<file path="config.mk">
export PLATFORM = sky130hd
export DESIGN_NAME = uart_tx_arbiter
export DESIGN_NICKNAME = d
export VERILOG_FILES = /design/src/rtl/uart_tx_arbiter.sv
export SDC_FILE = /design/constraint.sdc
export NUM_CORES = 1
export LEC_CHECK = 0
export BUFFER_PORTS_ARGS = -buffer_cell sky130_fd_sc_hd__buf_2
export CAP_MARGIN = 20
export CORE_MARGIN = 1.5
export CORE_UTILIZATION = 46
export DETAILED_ROUTE_END_ITERATION = 12
export GPL_TIMING_DRIVEN = 0
export PLACE_DENSITY = 0.85
export SLEW_MARGIN = 20
export SYNTH_ARGS = -nofsm -noshare
export SYNTH_HDL_FRONTEND = slang
export SYNTH_SLANG_ARGS = --single-unit
</file>
<file path="constraint.sdc">
create_clock -name clk_i -period 3 [get_ports clk_i]
set_input_delay 0.45 -clock clk_i [delete_from_list [all_inputs] [get_ports clk_i]]
set_output_delay 0.45 -clock clk_i [all_outputs]
set_load 0.02 [all_outputs]
</file>
<file path="src/rtl/uart_tx_arbiter.sv">
// uart_tx_arbiter: packet-granular round-robin arbiter that lets NumReq byte
// sources share a single UART TX FIFO write port.
`timescale 1ns/1ps
module uart_tx_arbiter #(
  parameter int unsigned NumReq    = 4,
  parameter int unsigned MaxPktLen = 16,
  localparam int unsigned IdW      = $clog2(NumReq),
  localparam int unsigned CntW     = $clog2(MaxPktLen + 1)
) (
  input  logic                clk_i,
  input  logic                rst_ni,
  input  logic                enable_i,
  input  logic [NumReq-1:0]   req_valid_i,
  input  logic [NumReq*8-1:0] req_data_i,
  input  logic [NumReq-1:0]   req_last_i,
  output logic [NumReq-1:0]   req_ready_o,
  output logic                fifo_wvalid_o,
  output logic [7:0]          fifo_wdata_o,
  input  logic                fifo_wready_i,
  output logic                busy_o,
  output logic [IdW-1:0]      gnt_id_o,
  output logic                pkt_done_o,
  output logic                trunc_o
);

  typedef enum logic {IDLE, XFER} state_t;

  state_t          state;
  logic [IdW-1:0]  rr_ptr;
  logic [CntW-1:0] cnt;

  logic [IdW-1:0]  cand;
  logic [IdW-1:0]  pick;
  logic            pick_vld;
  logic            gnt_last;
  logic            hs;
  logic            eop;

  // Round-robin search starting just after the last granted requester.
  always_comb begin
    cand     = '0;
    pick     = '0;
    pick_vld = 1'b0;
    for (int k = 1; k <= int'(NumReq); k++) begin
      cand = IdW'((32'(rr_ptr) + 32'(k)) % NumReq);
      if (!pick_vld && req_valid_i[cand]) begin
        pick     = cand;
        pick_vld = 1'b1;
      end
    end
  end

  // Pass the granted requester straight through to the FIFO while in XFER.
  always_comb begin
    fifo_wvalid_o = 1'b0;
    fifo_wdata_o  = '0;
    req_ready_o   = '0;
    gnt_last      = 1'b0;
    if (state == XFER) begin
      fifo_wvalid_o = req_valid_i[gnt_id_o];
      gnt_last      = req_last_i[gnt_id_o];
      req_ready_o[gnt_id_o] = fifo_wready_i;
      if (req_valid_i[gnt_id_o]) begin
        for (int i = 0; i < int'(NumReq); i++) begin
          if (gnt_id_o == IdW'(i)) fifo_wdata_o = req_data_i[8*i +: 8];
        end
      end
    end
  end

  assign hs  = fifo_wvalid_o && fifo_wready_i;
  assign eop = hs && (gnt_last || (cnt == CntW'(MaxPktLen - 1)));

  // Grant / release FSM with registered status outputs.
  always_ff @(posedge clk_i or negedge rst_ni) begin
    if (!rst_ni) begin
      state      <= IDLE;
      rr_ptr     <= IdW'(NumReq - 1);
      cnt        <= '0;
      gnt_id_o   <= '0;
      busy_o     <= 1'b0;
      pkt_done_o <= 1'b0;
      trunc_o    <= 1'b0;
    end else begin
      pkt_done_o <= 1'b0;
      trunc_o    <= 1'b0;
      case (state)
        IDLE: begin
          if (enable_i && pick_vld) begin
            state    <= XFER;
            busy_o   <= 1'b1;
            gnt_id_o <= pick;
            rr_ptr   <= pick;
            cnt      <= '0;
          end
        end
        XFER: begin
          if (hs) begin
            cnt <= cnt + CntW'(1);
            if (eop) begin
              state      <= IDLE;
              busy_o     <= 1'b0;
              pkt_done_o <= 1'b1;
              trunc_o    <= !gnt_last;
            end
          end
        end
        default: begin
          state  <= IDLE;
          busy_o <= 1'b0;
        end
      endcase
    end
  end

endmodule

</file>
After elaboration in Yosys (flattened, before gate mapping)
Index checks and enable logic that the tools add are counted.
{"block": "word_totals", "word_cells": 91, "output_inout_bits": 18, "reg_bits": 13}
{"block": "op_classes", "n_eq_ne": 7, "n_bitwise": 2, "order_cmp": 6, "add_sub_neg": 5, "mux": 48, "n_reduce_logical": 16}
{"op": "$mux W8", "n": 6}
{"op": "$mux W1", "n": 25}
{"op": "$lt A2 B3 Y1 const B", "n": 5}
{"op": "$bmux W1 S2", "n": 6}
{"op": "$mux W5", "n": 2}
{"op": "$pmux W5 S2", "n": 1}
{"op": "$mux W2", "n": 4}
{"op": "$logic_and A1 B1 Y1", "n": 7}
{"op": "$add A5 B1 Y5 const B", "n": 1}
{"op": "$eq A5 B4 Y1 const B", "n": 1}
{"op": "$add A2 B1 Y2 const B", "n": 2}
{"op": "$add A2 B2 Y2 const B", "n": 2}
{"op": "$and A4 B4 Y4", "n": 1}
{"op": "$eq A2 B2 Y1 const B", "n": 2}
{"op": "$logic_not A1 Y1", "n": 4}
{"op": "$mux W4", "n": 1}
{"op": "$ne A2 B1 Y1 const B", "n": 2}
{"op": "$pmux W1 S2", "n": 2}
{"op": "$reduce_and A2 Y1", "n": 2}
{"op": "$reduce_and A3 Y1", "n": 1}
{"op": "$demux W1 S2", "n": 1}
{"op": "$eq A2 B1 Y1 const B", "n": 1}
{"op": "$ge A2 B1 Y1 const B", "n": 1}
{"op": "$logic_not A2 Y1", "n": 1}
{"op": "3 further kinds", "n": 3}

Logic depth before layout (Yosys ltp)
{"block": "logic_depth", "depth_word": 16, "depth_mapped": 5}

Worst setup path after synthesis
OpenSTA, ideal clock, no wires.
{"block": "synth_path", "path_type": "reg2out", "start": "reg gnt_id_o[0]", "end": "out fifo_wdata_o[0]", "path_buffers": 2, "t_arrival_ns": 1.582, "path_stages_with_launch": 5, "setup_slack_ns": 0.968, "t_required_ns": 2.550, "path_cell_list": "dfrtp_1 buf_4 buf_2 mux4_2 nor2b_1"}
{"block": "synth_between", "elab_chain_cells": 7, "word_cells_on_any_way": 12}
{"element": "start: declaration", "line_no": "21", "source": "output logic [IdW-1:0] gnt_id_o,"}
{"element": "start signal: assignment", "line_no": "92", "source": "gnt_id_o <= pick;"}
{"element": "$logic_not A2 Y1", "line_no": "65", "source": "if (gnt_id_o == IdW'(i)) fifo_wdata_o = req_data_i[8*i +: 8];"}
{"element": "$mux W8 (4 in a row)", "line_no": "65"}
{"element": "$mux W8 (*)", "line_no": "63", "source": "if (req_valid_i[gnt_id_o]) begin"}
{"element": "$mux W8 (*)", "line_no": "59", "source": "if (state == XFER) begin"}
{"element": "end: declaration", "line_no": "18", "source": "output logic [7:0] fifo_wdata_o,"}
Every way passes the cells marked *; elsewhere a longest branch is shown, timed or not. The select of a mux whose other input is x is not followed.

Worst setup path after layout
{"block": "layout_path", "start": "reg gnt_id_o[0]", "end": "out fifo_wdata_o[3]"}
Same word-level chain as after synthesis.

==> flow_summary_export.csv <==
group,metric,value,unit
timing,worst_slew_pin_slew,0.5431,ns
route,wl,2.571,mm
worst_setup_path,cpPeakStageDelay,0.54,ns
clock_tree,h-tree-depth,1,
synth,synth_edf_count,0,
timing,drv_slew,0,
global_route,grt_pass1_wl,4.050,mm
global_route,grt_max_degree,14,
pwr,p_leak,0.7230,nW
pwr,power.total,0.001205,W
route,drt-vias-per-instance,5.383,
place,port_buffers,61,
clock_tree,cts_inserted_buffers,3,
worst_hold_path,hp-class,"in -> async",
global_route,overflow,0,
timing,rsz0062_at_grt,"false",
floorplan,die_h,49.82,um
synth,async_reset_ff_share,100.0,%
floorplan,rows,16,
worst_setup_path,arrival,1.92,ns
final_layout,syn_to_final_growth,36.23,%
floorplan,core,0.002022,mm^2
clock_tree,worst_skew_pair.late_latency,0.28,ns
synth,seq_area_frac_synth,32.51,%
timing,fmax,0.4219,GHz
clock_tree,cts_resized,0,
synth,synth.net_count,142,
timing,fin_ws,0.6300,ns
worst_setup_path,worstSetupPathType,"reg -> out",
clock_tree,cts_tree,"built",
clock_tree,clk_pin_slew_worst_paths,0.09,ns
worst_setup_path,crit_path_end_kind,"output port",
floorplan,die_area,0.002482,mm^2
timing,finalHoldViolations,0,
synth,synthCells,96,
timing,period_minus_slack,2.370,ns
worst_setup_path,path_max_fanout,10,
synth,syn_area_per_cell,10.50,um^2
clock_tree,cts_hold_buf,0,
timing,post-route-period-util,79.00,%
clock_tree,cts_sinks,13,
timing,finalSetupViolations,0,
status,status,"complete, no violations",
route,wl_per_cell,13.68,um
floorplan,die_w,49.82,um
worst_setup_path,worstPathCellList,"buf_4 -> buf_2 -> mux4_2 -> nor2b_1 -> buf_2",
synth,yosysTopAreaCellShare,27.30,%
place,dp_hpwl,2.112,mm
route,via_count,1012,
timing,hold_ws,0.03939,ns
synth,synth_ff_type,"dfrtp_1",
route,firstDrtPassIters,4,
synth,ys.warnings.count,0,
place,gp_congestion,0.7849,
timing,relSlewSlack,63.79,%
worst_setup_path,critical-path-slowest-cell,"mux4_2",
global_route,first_global_vias,973,
final_layout,drive_gt1_share,53.42,%
route,drc,0,
floorplan,io_pins,62,
synth,ys_seq_elements,13,
clock_tree,clockBufferDepth,2,
synth,yosys.area.top_type,"dfrtp_1",
worst_setup_path,cpLargestDelayFamily,"buffers and inverters",
worst_setup_path,worstPathRequired,2.55,ns
synth,ys_types,32,
synth,synthTopCellsByArea,"dfrtp_1 27%, mux4_2 20%, nor2b_1 5.6%, dfstp_2 5.2%, a21oi_1 3.0%",
clock_tree,cts_setup_buffers,0,
synth,syn-cell-area,0.001008,mm^2
run,cap_viol_max_count,0,
pwr,power_per_cell_area,877.5,mW/mm^2
clock_tree,root_buffer,"clkbuf_4",
route,ant_nets,0,
final_layout,n_antenna_cell,0,
timing,fin_setup_tns,0,ns
worst_setup_path,cp_common_cell,"buf_2",
worst_setup_path,cp-start-kind,"register",
worst_setup_path,timing.critical_path.buf_inv,3,
final_layout,nFillCells,164,
timing,finClkSkew,0.01049,ns
route,first_iter_violations,13,
place,dpl_worst_slack,0.9312,ns
pwr,max-vdd-ir-drop,600.9,uV
floorplan,initial_core_util,49.88,%
global_route,track_usage,21.23,%
global_route,antenna_found_initial,0,
final_layout,fin_nets,208,
-- state kept, by name, summed over array words and instances (netlist names) --
register	flops
busy_o	1
pkt_done_o	1
cnt	5
state	1
trunc_o	1
rr_ptr	2
gnt_id_o	2
-- cell families (layout without fill, tap and decap cells) --
logic type	count (synthesis)	in the layout	share of synthesized area, %
compound gates	21	21	14.52
fa+ha+maj	2	2	2.481
buf+inv	12	77	5.087
flops	13	13	32.51
mux	12	12	23.08
simple gates	36	36	22.33
-- routing by layer --
layer | global-route usage [%] | share of wire (%)
met3 | 4.545 | 9.1
met1 | 24.26 | 42
met4 | 6.944 | 0.86
met2 | 38.89 | 48
met5 | 0 | 0
-- cell usage after synthesis (2+ instances only) --
master	instances
a21oi_1	6
a21o_2	2
dfrtp_1	11
o21ai_0	4
nand2b_1	4
mux2i_1	3
inv_1	8
mux4_2	9
nand3_1	5
a21o_1	2
nor2_1	7
nand3b_1	2
ha_1	2
dfstp_2	2
nor2b_1	9
and3_1	2
buf_2	2
nand2_1	2
-- area by class of cell --
type / count / area [um^2] / area share (%)
multi-input combinational: 71 / 629.4 / 45.81
sequential: 13 / 327.8 / 23.86
timing repair buffer: 61 / 305.3 / 22.22
tap: 27 / 33.78 / 2.459
inverter: 8 / 30.03 / 2.186
clock buffer: 4 / 26.28 / 1.913
buffer: 4 / 21.27 / 1.548
-- where the power goes --
part | leakage [nW] | internal (W) | switching (W) | total [W]
clock network | 0.0150 | 0.0000515 | 0.0000580 | 0.000110
registers | 0.152 | 0.000256 | 0.0000547 | 0.000311
logic | 0.556 | 0.000360 | 0.000425 | 0.000785
-- cell usage in the layout (no fill, tap or decap), drive strengths merged, types with 2 or more instances in the layout --
| cell type | synthesis | final |
|---|---|---|
| nand3b | 3 | 3 |
| mux4 | 9 | 9 |
| nand2 | 2 | 2 |
| a21o | 4 | 4 |
| o21ai | 5 | 5 |
| and3 | 2 | 2 |
| nor2 | 7 | 7 |
| a21oi | 6 | 6 |
| dfstp | 2 | 2 |
| ha | 2 | 2 |
| nand3 | 5 | 5 |
| nand2b | 4 | 4 |
| mux2i | 3 | 3 |
| clkbuf | 0 | 4 |
| inv | 8 | 8 |
| dfrtp | 11 | 11 |
| buf | 4 | 65 |
| nor2b | 9 | 9 |
-- worst register-to-register path, cell delays in order, from the launching register on --
cell and delay (ns):
dfrtp_1 0.38, buf_4 0.16, mux2i_1 0.15, o22ai_1 0.46, o21ai_2 0.19, a21o_2 0.25
-- per-stage QoR --
step | utilization, % | cell area [um^2] | std cells
2_1_floorplan | - | 1008 | 96
3_3_place_gp | 66.65 | 1348 | 184
3_5_place_dp | 66.65 | 1348 | 184
4_1_cts | 67.95 | 1374 | 188
5_1_grt | 67.95 | 1374 | 188
6_report | 67.95 | 1374 | 188
-- path summary, 6_finish.rpt --
kind | from | slack [ns] | end | cells past startpoint
min in group clk_i | enable_i | 0.48 | gnt_id_o[0]$_DFFE_PN0P_ | 3
min reg2reg | busy_o$_DFFE_PN0P_ | 0.50 | busy_o$_DFFE_PN0P_ | 1
min | rst_ni | 0.04 | cnt[0]$_DFFE_PN0P_ | 1
max reg2reg | gnt_id_o[0]$_DFFE_PN0P_ | 1.29 | busy_o$_DFFE_PN0P_ | 5
max in group asynchronous | rst_ni | 2.68 | rr_ptr[1]$_DFFE_PN1P_ | 1
max | gnt_id_o[0]$_DFFE_PN0P_ | 0.63 | fifo_wdata_o[3] | 5
Power figures use the tool's default switching activity.
